--- src/rtl/uart_pkg.sv ---
// Shared UART definitions: transmitter FSM states, frame constants and the
// bit-period helper that the transmitter and receiver both use.
package uart_pkg;

  typedef enum logic [1:0] {
    IDLE  = 2'd0,
    START = 2'd1,
    DATA  = 2'd2,
    STOP  = 2'd3
  } uart_tx_state_t;

  localparam int DATA_BITS = 8;
  localparam int STOP_BITS = 1;

  // Clocks per serial bit.
  function automatic int calc_tick_cnt(input int clk_freq, input int baud_rate);
    return clk_freq / baud_rate;
  endfunction

endpackage

--- src/rtl/uart_transmitter_if.sv ---
// Byte handshake between an upstream producer and the UART transmitter.
interface uart_transmitter_if;
  import uart_pkg::*;

  logic [DATA_BITS-1:0] data_in;
  logic                 valid_in;
  logic                 ready;

  modport master (output data_in, output valid_in, input ready);
  modport slave  (input data_in, input valid_in, output ready);
endinterface

--- src/rtl/uart_tx_fifo.sv ---
// Small synchronous FIFO buffering bytes ahead of the serialiser.
// Head is read combinationally so the FSM can load it on the pop edge.
module uart_tx_fifo #(
  parameter int WIDTH = 8,
  parameter int DEPTH = 4
) (
  input  logic             clk,
  input  logic             reset,
  input  logic             i_push,
  input  logic [WIDTH-1:0] i_din,
  input  logic             i_pop,
  output logic [WIDTH-1:0] o_dout,
  output logic             o_full,
  output logic             o_empty
);
  localparam int AW = $clog2(DEPTH);

  logic [WIDTH-1:0] r_mem [DEPTH];
  logic [AW-1:0]    r_wr_ptr;
  logic [AW-1:0]    r_rd_ptr;
  logic [AW:0]      r_count;
  logic             w_do_push;
  logic             w_do_pop;

  assign o_full    = (r_count == (AW+1)'(DEPTH));
  assign o_empty   = (r_count == '0);
  assign o_dout    = r_mem[r_rd_ptr];
  assign w_do_push = i_push && !o_full;
  assign w_do_pop  = i_pop && !o_empty;

  // Pointers and occupancy; simultaneous push/pop leaves occupancy unchanged.
  always_ff @(posedge clk) begin
    if (reset) begin
      r_wr_ptr <= '0;
      r_rd_ptr <= '0;
      r_count  <= '0;
    end else begin
      if (w_do_push) r_wr_ptr <= r_wr_ptr + 1'b1;
      if (w_do_pop)  r_rd_ptr <= r_rd_ptr + 1'b1;
      case ({w_do_push, w_do_pop})
        2'b10:   r_count <= r_count + 1'b1;
        2'b01:   r_count <= r_count - 1'b1;
        default: r_count <= r_count;
      endcase
    end
  end

  // Storage needs no reset; occupancy alone defines validity.
  always_ff @(posedge clk) begin
    if (w_do_push) r_mem[r_wr_ptr] <= i_din;
  end

endmodule

--- src/rtl/uart_transmitter.sv ---
// 8N1 UART transmitter with a small byte FIFO. tx is a registered decode of
// the current state, so the line lags the FSM by one clock; every bit is
// still held exactly TICK_CNT cycles.
module uart_transmitter
  import uart_pkg::*;
#(
  parameter int CLK_FREQ   = 100000000,
  parameter int BAUD_RATE  = 25000000,
  parameter int FIFO_DEPTH = 4
) (
  input  logic             clk,
  input  logic             reset,
  uart_transmitter_if.slave s_if,
  output logic             tx,
  output logic             busy
);
  localparam int TICK_CNT = calc_tick_cnt(CLK_FREQ, BAUD_RATE);
  localparam int TW       = (TICK_CNT > 1) ? $clog2(TICK_CNT) : 1;
  localparam int BW       = $clog2(DATA_BITS);
  localparam logic [TW-1:0] TICK_RELOAD = TW'(TICK_CNT - 1);
  localparam logic [BW-1:0] LAST_BIT    = BW'(DATA_BITS - 1);

  if (TICK_CNT < 2) begin : g_tick_chk
    $error("uart_transmitter: CLK_FREQ/BAUD_RATE must be at least 2");
  end
  if ((FIFO_DEPTH < 2) || ((FIFO_DEPTH & (FIFO_DEPTH - 1)) != 0)) begin : g_depth_chk
    $error("uart_transmitter: FIFO_DEPTH must be a power of two >= 2");
  end

  uart_tx_state_t       r_state, w_state_next;
  logic [TW-1:0]        r_tick, w_tick_next;
  logic [BW-1:0]        r_bit_idx, w_bit_idx_next;
  logic [DATA_BITS-1:0] r_shift;
  logic                 r_tx, w_tx_next;
  logic                 w_pop, w_push, w_full, w_empty, w_tick_zero;
  logic [DATA_BITS-1:0] w_head;

  assign w_push     = s_if.valid_in && !w_full;
  assign s_if.ready = !w_full;
  assign tx         = r_tx;
  assign busy       = (r_state != IDLE) || !w_empty;
  assign w_tick_zero = (r_tick == '0);

  uart_tx_fifo #(.WIDTH(DATA_BITS), .DEPTH(FIFO_DEPTH)) u_fifo (
    .clk     (clk),
    .reset   (reset),
    .i_push  (w_push),
    .i_din   (s_if.data_in),
    .i_pop   (w_pop),
    .o_dout  (w_head),
    .o_full  (w_full),
    .o_empty (w_empty)
  );

  // Next state, bit timing and line level; STOP chains straight into START.
  always_comb begin
    w_state_next   = r_state;
    w_tick_next    = r_tick;
    w_bit_idx_next = r_bit_idx;
    w_pop          = 1'b0;
    w_tx_next      = 1'b1;
    case (r_state)
      IDLE: begin
        w_tick_next = '0;
        if (!w_empty) begin
          w_pop        = 1'b1;
          w_state_next = START;
          w_tick_next  = TICK_RELOAD;
        end
      end
      START: begin
        w_tx_next = 1'b0;
        if (w_tick_zero) begin
          w_state_next   = DATA;
          w_bit_idx_next = '0;
          w_tick_next    = TICK_RELOAD;
        end else begin
          w_tick_next = r_tick - 1'b1;
        end
      end
      DATA: begin
        w_tx_next = r_shift[r_bit_idx];
        if (w_tick_zero) begin
          w_tick_next = TICK_RELOAD;
          if (r_bit_idx == LAST_BIT) w_state_next = STOP;
          else                       w_bit_idx_next = r_bit_idx + 1'b1;
        end else begin
          w_tick_next = r_tick - 1'b1;
        end
      end
      STOP: begin
        if (w_tick_zero) begin
          if (!w_empty) begin
            w_pop        = 1'b1;
            w_state_next = START;
            w_tick_next  = TICK_RELOAD;
          end else begin
            w_state_next = IDLE;
            w_tick_next  = '0;
          end
        end else begin
          w_tick_next = r_tick - 1'b1;
        end
      end
      default: w_state_next = IDLE;
    endcase
  end

  // FSM state, counters and registered line output.
  always_ff @(posedge clk) begin
    if (reset) begin
      r_state   <= IDLE;
      r_tick    <= '0;
      r_bit_idx <= '0;
      r_tx      <= 1'b1;
    end else begin
      r_state   <= w_state_next;
      r_tick    <= w_tick_next;
      r_bit_idx <= w_bit_idx_next;
      r_tx      <= w_tx_next;
    end
  end

  // Load the popped byte for serialisation.
  always_ff @(posedge clk) begin
    if (w_pop) r_shift <= w_head;
  end

endmodule

--- src/flat_wrapper.sv ---
// flat-port wrapper written by rule: the top's interface ports become plain ports
module uart_transmitter_flat import uart_pkg::*;
#(
  parameter int CLK_FREQ   = 100000000,
  parameter int BAUD_RATE  = 25000000,
  parameter int FIFO_DEPTH = 4
)
  (clk, reset, tx, busy, s_if_data_in, s_if_valid_in, s_if_ready);
  uart_transmitter_if s_if_i ();
  input  logic clk;
  input  logic reset;
  output logic tx;
  output logic busy;
  input wire logic [$bits(s_if_i.data_in)-1:0] s_if_data_in;
  input wire logic [$bits(s_if_i.valid_in)-1:0] s_if_valid_in;
  output wire logic [$bits(s_if_i.ready)-1:0] s_if_ready;
  assign s_if_i.data_in = s_if_data_in;
  assign s_if_i.valid_in = s_if_valid_in;
  assign s_if_ready = s_if_i.ready;
  uart_transmitter #(.CLK_FREQ(CLK_FREQ), .BAUD_RATE(BAUD_RATE), .FIFO_DEPTH(FIFO_DEPTH)) u_core (.clk(clk), .reset(reset), .s_if(s_if_i), .tx(tx), .busy(busy));
endmodule
--- config.mk ---
export PLATFORM = sky130hd
export DESIGN_NAME = uart_transmitter_flat
export DESIGN_NICKNAME = d
export VERILOG_FILES = /design/src/rtl/uart_pkg.sv /design/src/rtl/uart_transmitter_if.sv /design/src/rtl/uart_tx_fifo.sv /design/src/rtl/uart_transmitter.sv /design/src/flat_wrapper.sv
export SDC_FILE = /design/constraint.sdc
export NUM_CORES = 1
export LEC_CHECK = 0
export CELL_PAD_IN_SITES_DETAIL_PLACEMENT = 1
export CELL_PAD_IN_SITES_GLOBAL_PLACEMENT = 2
export CORE_ASPECT_RATIO = 0.9
export CORE_MARGIN = 3
export CORE_UTILIZATION = 43
export CTS_CLUSTER_DIAMETER = 100
export DETAILED_ROUTE_END_ITERATION = 16
export PLACE_DENSITY = 0.86
export SLEW_MARGIN = 10
export SYNTH_ARGS = -nofsm -noshare
export SYNTH_HDL_FRONTEND = slang
export SYNTH_HIERARCHICAL = 1
export SYNTH_SLANG_ARGS = --single-unit
export TNS_END_PERCENT = 20
--- constraint.sdc ---
create_clock -name clk -period 3.7 [get_ports clk]
set_input_delay 0.74 -clock clk [delete_from_list [all_inputs] [get_ports clk]]
set_output_delay 0.74 -clock clk [all_outputs]
set_load 0.01 [all_outputs]
# Word level (Yosys, flattened, before mapping)

Memory sizes are Yosys's and may differ from the RTL's. A register that Yosys moved wholly into a read port is not among the register bits.
Index checks and enable logic that the tools add are counted.

Add/subtract/negate cells: 6
Order comparisons: 1
Equal/unequal tests: 13
Multiplexer cells: 24
Reduce and logical (&&, ||, !) cells: 15

Operator list:

| operator              | count |
|---|---|
| $mux W2               | 8 |
| $pmux W3 S2           | 2 |
| $mux W3               | 3 |
| $ne A2 B1 Y1 const B  | 4 |
| $pmux W2 S4           | 1 |
| $add A3 B1 Y3 const B | 2 |
| $eq A2 B2 Y1 const B  | 3 |
| $eq A3 B3 Y1 const B  | 2 |
| $mux W1               | 6 |
| $pmux W2 S3           | 1 |
| $reduce_bool A2 Y1    | 3 |
| $reduce_and A5 Y1     | 1 |
| $add A2 B1 Y2 const B | 2 |
| $eq A2 B1 Y1 const B  | 2 |
| $logic_not A2 Y1      | 2 |
| $lt A3 B4 Y1 const B  | 1 |
| $ne A2 B2 Y1 const B  | 2 |
| $pmux W1 S2           | 2 |
| $reduce_and A4 Y1     | 1 |
| $bmux W1 S3           | 1 |
| $logic_and A1 B1 Y1   | 3 |
| $logic_not A3 Y1      | 1 |
| $sub A3 B1 Y3 const B | 1 |
| $logic_not A1 Y1      | 2 |
| other kinds (3)       | 3 |

Bits in registers: 15
Memory bits (writable): 32
Bits of input ports: 11
Output and inout bits: 3
Logic and storage cells: 67
Memories: 1

Memories:

| memory              | words | bits a word | rd ports | clocked after Yosys merged registers in | write ports | line               | source |
|---|---|---|---|---|---|---|---|
| u_core.u_fifo.r_mem | 4     | 8           | 1        | 1                                       | 1           | uart_tx_fifo.sv:18 | `logic [WIDTH-1:0] r_mem [DEPTH];` |

# Depth between registers and ports, before layout

Gate-level depths: netlist of run 1.

Depth after elaboration: 7
Depth in mapped cells: 12
Mapped depth without buffers: 12

# By module

Netlist of run 1, hierarchy kept.

By module, submodules not included:

| module           | times used | cells each | area an instance (µm²) | seq. area each (µm²) |
|---|---|---|---|---|
| uart_tx_fifo     | 1          | 96         | 1,635.3                | 1,141.1 |
| uart_transmitter | 1          | 79         | 905.9                  | 400.4 |

# Worst setup path before layout of run 1

OpenSTA, ideal clock, no wires.

Kind: register -> register
Start point: register u_core.r_state[0]
End point: register u_core.u_fifo.r_count[2]
Library setup time: 0.070 ns
Arrival time: 3.030 ns
Data required time: 3.630 ns
Setup slack: 0.600 ns
Stages on the path, launching flop included: 12
Buffers on the path: 0
Clock period less this slack: 3.100 ns
Cells stage by stage: dfxtp_1 -> inv_1 -> ha_1 -> nor3_1 -> o31ai_2 -> inv_1 -> ha_1 -> inv_1 -> fa_1 -> xor2_1 -> or3_1 -> a21oi_1

Cells in the longest elaborated chain, start to end: 5
Elaborated cells between the ends (all ways): 8
Those cells by class: eq/ne (3); mux (2); reduce/logical (3)

RTL lines:

| item                                                     | line                    | source |
|---|---|---|
| start, declared                                          | uart_transmitter.sv:30  | `uart_tx_state_t r_state, w_state_next;` |
| start signal, assigned                                   | uart_transmitter.sv:117 | `r_state <= w_state_next;` |
| $eq A2 B2 Y1 / $logic_not A2 Y1 (equally long branches)  | uart_transmitter.sv:62  | `case (r_state)` |
| $pmux W1 S2 (*)                                          | uart_transmitter.sv:62  |  |
| net u_core.w_pop                                         | uart_transmitter.sv:35  | `logic w_pop, w_push, w_full, w_empty, w_tick_zero;` |
| $logic_and A1 B1 Y1 (*)                                  | uart_tx_fifo.sv:29      | `assign w_do_pop = i_pop && !o_empty;` |
| net u_core.u_fifo.w_do_pop                               | uart_tx_fifo.sv:23      | `logic w_do_pop;` |
| $eq A2 B1 Y1 / $eq A2 B2 Y1 (equally long branches)      | uart_tx_fifo.sv:40      | `case ({w_do_push, w_do_pop})` |
| $pmux W3 S2 / $reduce_bool A2 Y1 (equally long branches) | n/a                     |  |
| end signal, assigned                                     | uart_tx_fifo.sv:41      | `2'b10: r_count <= r_count + 1'b1;` |
| end signal, assigned                                     | uart_tx_fifo.sv:42      | `2'b01: r_count <= r_count - 1'b1;` |
| end signal, assigned                                     | uart_tx_fifo.sv:43      | `default: r_count <= r_count;` |
| end, declared                                            | uart_tx_fifo.sv:21      | `logic [AW:0] r_count;` |

Mark *: on every way through the listed nets, which the timed path passes. The rest lies on a longest branch.
A chain may end at the register's enable or synchronous reset.

# Final worst setup path of run 1

Ends and elaborated chain as after synthesis.

==> results of run 1 <==
-- layer usage --
| metal | global-route usage | up-vias |
|---|---|---|
| met3 | 0.0591 | 10 |
| met2 | 0.266 | 20 |
| met1 | 0.171 | 721 |
| met5 | 0 | - |
| li1 | - | 685 |
| met4 | 0.0763 | 0 |
-- cells in the mapped netlist --
cell / n / area, um^2
nor3b_2: 1 / 12.5
nor2b_1: 3 / 18.8
a2bb2oi_1: 1 / 8.76
ha_1: 17 / 213
a211oi_2: 1 / 12.5
mux4_1: 2 / 52.6
nand2b_1: 8 / 50.1
buf_2: 1 / 5.00
nor4b_2: 1 / 15.0
nand2_1: 3 / 11.3
a21oi_1: 11 / 55.1
o21ai_0: 3 / 15.0
or2b_1: 1 / 7.51
nand3_1: 4 / 20.0
dfxtp_1: 17 / 340
nor3_1: 1 / 5.00
mux4_2: 8 / 180
nor3_2: 1 / 10.0
o22a_1: 1 / 8.76
a221oi_1: 1 / 8.76
buf_1: 3 / 11.3
edfxtp_1: 40 / 1200
inv_1: 16 / 60.1
xor2_1: 3 / 26.3
a21o_1: 3 / 22.5
nor2_1: 7 / 26.3
o31ai_2: 1 / 12.5
fa_1: 1 / 20.0
or3_1: 3 / 18.8
and2_1: 5 / 31.3
nand3b_1: 1 / 7.51
or2_1: 1 / 6.26
mux2i_1: 4 / 40.0
a211oi_1: 1 / 7.51
-- how the worst max path moves through the flow --
stage	startpoint	end	cells past startpoint	slack, ns
6_report	u_core/r_state[0]$_SDFFE_PP0P_	u_core/u_fifo/r_count[2]$_SDFFE_PP0P_	12	0.87
5_1_grt	u_core/r_state[1]$_SDFFE_PP0P_	u_core/u_fifo/r_count[2]$_SDFFE_PP0P_	12	0.64
4_1_cts	u_core/r_state[0]$_SDFFE_PP0P_	u_core/u_fifo/r_count[2]$_SDFFE_PP0P_	12	0.84
3_5_place_dp	s_if_valid_in	u_core/u_fifo/r_count[2]$_SDFFE_PP0P_	11	0.77
3_3_place_gp	s_if_valid_in	u_core/u_fifo/r_count[2]$_SDFFE_PP0P_	11	0.94
2_1_floorplan	u_core/r_state[0]$_SDFFE_PP0P_	u_core/u_fifo/r_count[2]$_SDFFE_PP0P_	11	0.60
-- cell type report --
type	instances	area share
Sequential cell	57	0.526
Timing Repair Buffer	14	0.0469
Clock inverter	7	0.0209
Multi-Input combinational cell	98	0.315
Clock buffer	9	0.0423
Inverter	16	0.0205
Tap cell	67	0.0286
-- cell families after synthesis --
logic type / after synthesis
compound gates: 23
mux: 14
xor+xnor: 3
fa+ha+maj: 18
simple gates: 40
buf+inv: 20
flops: 57
-- worst min-delay path, delay by kind of cell, from the launching register on --
family	cells	cell delay (ns)
AOI/OAI and AO/OA	1	0.06
DFF	1	0.34
and+or+nand+nor	1	0.08
-- sequential cells by signal, summed over array words and instances, names as in the netlist, named ones only --
| name | count |
|---|---|
| u_core/u_fifo/r_rd_ptr | 2 |
| u_core/r_state | 2 |
| u_core/r_shift | 8 |
| u_core/u_fifo/r_mem | 32 |
| u_core/u_fifo/r_wr_ptr | 2 |
| u_core/r_bit_idx | 3 |
| u_core/tx | 1 |
| u_core/r_tick | 2 |
| u_core/u_fifo/r_count | 3 |
-- per-stage QoR --
step	cell area, um^2	util
3_5_place_dp	2750	0.502
5_1_grt	2930	0.536
3_3_place_gp	2750	0.502
6_report	2930	0.536
4_1_cts	2930	0.536
2_1_floorplan	2540	-
-- power groups by stage --
| stage | registers (W) | clock network (W) | logic (W) |
|---|---|---|---|
| 2_1_floorplan | 0.000902 | 0 | 0.000516 |
| 3_3_place_gp | 0.000934 | 0 | 0.000646 |
| 3_5_place_dp | 0.000950 | 0 | 0.000685 |
| 4_1_cts | 0.000937 | 0.000557 | 0.000690 |
| 5_1_grt | 0.000950 | 0.000585 | 0.000766 |
| 6_report | 0.000932 | 0.000535 | 0.000677 |
==> results.toml, run 1 <==
[detailed_routing]
vias = 1436
top_layer = "met4"
routed-wl-met2_um = 2470
met3_length_um = 125
final_antenna_net_count = 0
remaining_drc_errors = 0
drtIter0Drc = 61
wl_per_cell_um = 17.1
vias_per_cell = 5.36
first_pass_iters = 4
wirelength_um = 4590
met1_length_um = 1890

[hold_path]
holdPathEnd = "u_core/r_bit_idx[1]$_SDFFE_PP0P_"
hp-start = "u_core/r_bit_idx[1]$_SDFFE_PP0P_"
whs_path_depth = 2
hold_path_class = "register to register"

[synth]
synth_top_family_by_area = "multiplexers"
seq_area_frac_synth = 0.607
syn_area_per_cell_um2 = 14.5
synth_fa_ha_area_frac = 0.0916
synth_mux_area_frac = 0.107
synth-compound-area-share = 0.0596
synthXorXnorAreaFrac = 0.0103
synth-warning-count = 6
ys_types = 34
syn_area_mm2 = 0.00254
syn_inst = 175
post_synth_and_or_nand_nor_area_fraction = 0.0945
ys_ff_latch = 57
syn-num-nets = 204

[final_layout]
layout_commonest_cell = "edfxtp_1"
area_growth_pct = 15.4
final_nets = 225
final_cell_mix = "40 x edfxtp_1, 17 x ha_1, 17 x dfxtp_1, 16 x inv_1, 13 x clkdlybuf4s50_1"
n_antenna_cell = 0
fillCellCount = 526
seq_area_mm2 = 0.00154
stdcell_count = 268
multi_input_area_um2 = 923
drive_gt1_frac = 0.149

[floorplan]
die_w_um = 87.0
pin_count = 14
initial_utilization = 0.464
dieArea_mm2 = 0.00687
fp.dieH_um = 78.9
coreArea_mm2 = 0.00547
rows = 25

[grt]
grt_max_degree = 18
overflow = 0
grt_pass1_vias = 1579
antenna_found_initial = 0
grt_use_total = 0.157
grt_pass1_wl_um = 7790

[worst_setup_path]
max_stage_delay_ns = 0.39
ff2ff_path_depth = 12
critPathLaunchType = "register"
rr_endpoint = "u_core/u_fifo/r_count[2]$_SDFFE_PP0P_"
critical_path.max_fanout = 10
r2r_start = "u_core/r_state[0]$_SDFFE_PP0P_"
critPathBufInv = 4
critPathSlowestCell = "dfxtp_1"
endpoint_kind = "register"
cpMostUsedCell = "inv_1"
crit_chain = "inv_1, ha_1, nor3_1, buf_4, o31ai_2, inv_1, ha_1, inv_1, fa_1, xor2_1, or3_1, a21oi_1"
worstSetupPathType = "register to register"
crit_arrival_ns = 3.09
worstPathRequired_ns = 3.96
regToRegSetupSlack_ns = 0.87
crit_family = "adder cells"

[cts]
root_buffer = "clkbuf_8"
clk_path_buf_depth = 2
cts_resized = 0
cts_buffers = 9
cts_hold_repair.buffers = 0
worstSkewPairLatency_ns = 0.34
cts_setup_buffers = 0
clkSinkCount = 57
htreeDepth = 3
path_clk_slew_ns = 0.07
cts_tree = "yes"

[power]
p_clk_frac = 0.250
pwr-share-seq = 0.435
p_leak_nw = 1.04
ir_worst_vdd_v = 0.000419
combPwrFrac = 0.316
switching_power_w = 0.000730
p_int_w = 0.00141
switching_share = 0.341
p_total_w = 0.00214
power_density_mw_per_mm2 = 731

[sta]
fmax_mhz = 353
slew_viol_final = 0
tightest_slew_ns = 0.652
period_minus_slack_ns = 2.83
fin_ws_ns = 0.867
fin_skew_ns = 0.00655
slew_headroom = 0.564
fin_setup_tns_ns = 0
setup_viol = 0
hold_viol_final = 0
rsz0062_at_grt = "no"
holdWs_ns = 0.526
min_period_over_period = 0.766

[status]
outcome = "completed"

[placement]
io_buffers = 13
gp_congestion = 0.729
dp_cells = 252
dp_worst_setup_slack_ns = 0.772
dp_hpwl_um = 3340

[flow_run]
drv_cap = 0
(Power assumes the default switching activity.)
==> run 2: changes to the inputs <==
- clock period: 3.7 -> 2.84 ns (I/O delays scaled with it)
==> run 2 against run 1 <==
  * Clock power rose by 29%
  * First-iteration DRC count rose by 61%
  * Worst setup slack got worse by 0.61 ns
  * Core utilization rose by 0.27 points
  * Global-route usage barely moved
  * Critical path type is now register to output port
  * Largest cell class unchanged
  * Largest power group unchanged
  * Highest routed layer unchanged
==> results.toml, run 2 (synthesis results as in run 1) <==
[grt]
antenna_found_initial = 0
grt_pass1_vias = 1644
overflow = 0
grt_pass1_wl_um = 7890
grt_use_total = 0.156
grt_max_degree = 18

[sta]
slew_headroom = 0.591
fmax_mhz = 386
setup_viol = 0
min_period_over_period = 0.911
hold_viol_final = 0
tightest_slew_ns = 0.611
slew_viol_final = 0
fin_ws_ns = 0.252
rsz0062_at_grt = "no"
fin_setup_tns_ns = 0
period_minus_slack_ns = 2.59
fin_skew_ns = 0.0117

[cts]
worstSkewPairLatency_ns = 0.34
cts_tree = "yes"
cts_hold_repair.buffers = 0
path_clk_slew_ns = 0.07
root_buffer = "clkbuf_8"
clk_path_buf_depth = 2
htreeDepth = 3
cts_buffers = 9
clkSinkCount = 57

[floorplan]
pin_count = 14
die_w_um = 87.0
initial_utilization = 0.464
coreArea_mm2 = 0.00547
fp.dieH_um = 78.9
rows = 25
dieArea_mm2 = 0.00687

[worst_setup_path]
crit_arrival_ns = 2.02
worstPathRequired_ns = 2.27
critPathSlowestCell = "nor3_2"
crit_chain = "nor3_2, and2_1, inv_1, clkdlybuf4s50_1"
critical_path.max_fanout = 8
critPathLaunchType = "register"
endpoint_kind = "output port"
regToRegSetupSlack_ns = 0.28
max_stage_delay_ns = 0.54
worstSetupPathType = "register to output port"

[final_layout]
largestRegisters = "u_core/u_fifo/r_mem (32), u_core/r_shift (8)"
area_growth_pct = 16.0
n_antenna_cell = 0
design_area_mm2 = 0.00295
largest_reg_flops = 32
drive_gt1_frac = 0.159
largest_register = "u_core/u_fifo/r_mem"
final_nets = 225
utilization = 0.538
final_cell_mix = "40 x edfxtp_1, 17 x dfxtp_1, 16 x inv_1, 16 x ha_1, 13 x clkdlybuf4s50_1"
layout_commonest_cell = "edfxtp_1"

[power]
p_total_w = 0.00283
ir_worst_vdd_v = 0.000473
power_density_mw_per_mm2 = 959
p_leak_nw = 1.05

[placement]
dp_hpwl_um = 3440
dpl-instance-area_mm2 = 0.00275
io_buffers = 13
dp_worst_setup_slack_ns = 0.130
gp_congestion = 0.760

[detailed_routing]
remaining_drc_errors = 0
vias_per_cell = 5.38
drtIter0Drc = 98
wirelength_um = 4630
first_pass_iters = 4
wl_per_cell_um = 17.3
final_antenna_net_count = 0
vias = 1442

[status]
outcome = "completed"

[flow_run]
drv_cap = 0

[hold_path]
hold_path_class = "register to register"
run 2: cell count changes in the layout (fill, tap and decap cells not counted), sizes merged:
cell      change
clkinvlp      -1
inv           -1
clkinv        +2
run 2: per-stage QoR:
stage	cells	hold slack, ns
after global routing	268	0.551
after detailed placement	252	0.508
after floorplan	175	0.459
after global placement	252	0.478
after CTS	268	0.518
final	268	0.517
run 2: power breakdown:
group	internal, W	switching, W	total (W)
clock network	0.000332	0.000358	0.000689
logic	0.000433	0.000491	0.000924
registers	0.00109	0.000119	0.00121
run 2: path summary, 6_finish.rpt:
| kind | from | to | depth (start not counted) |
|---|---|---|---|
| setup / recovery | u_core/u_fifo/r_count[1]$_SDFFE_PP0P_ | busy | 4 |
| hold / removal | u_core/u_fifo/r_rd_ptr[1]$_SDFFE_PP0P_ | u_core/u_fifo/r_rd_ptr[1]$_SDFFE_PP0P_ | 2 |
| setup reg to reg | u_core/r_state[0]$_SDFFE_PP0P_ | u_core/u_fifo/r_count[2]$_SDFFE_PP0P_ | 11 |
| hold reg to reg | u_core/u_fifo/r_rd_ptr[1]$_SDFFE_PP0P_ | u_core/u_fifo/r_rd_ptr[1]$_SDFFE_PP0P_ | 2 |
run 2: worst max-delay path, delay by kind of cell, from the launching register on:
family	cells	cell delay [ns]
AND/OR/NAND/NOR	2	0.79
flip-flops	1	0.38
buffers and inverters	2	0.52
run 2: cell type report:
cell class | count | area [um^2]
multi-input combinational | 98 | 937
inverter | 16 | 60.1
clock inverter | 7 | 62.6
fill | 523 | 2530
sequential | 57 | 1540
clock buffer | 9 | 124
timing repair buffer | 14 | 138
tap | 67 | 83.8
run 2: what timing repair did:
| item | 4_1_cts | 5_1_grt |
|---|---|---|
| hold endpoints to repair | 0 | 0 |
| resized for setup | 0 | 2 |
| setup buffers | 0 | 0 |
| endpoints found under the setup margin | 0 | 1 |
run 2: per-layer routing:
layer | up-vias | share of wire | track usage
li1 | 678 | - | -
met1 | 724 | 0.43 | 0.172
met2 | 31 | 0.51 | 0.259
met3 | 9 | 0.038 | 0.0560
met4 | 0 | 0.020 | 0.0888
met5 | - | 0 | 0
==> run 3: changes to the inputs <==
- TNS_END_PERCENT: 20 -> default
==> results of run 3 <==
No change in the layout: final DEF, timing and power equal those of run 2.
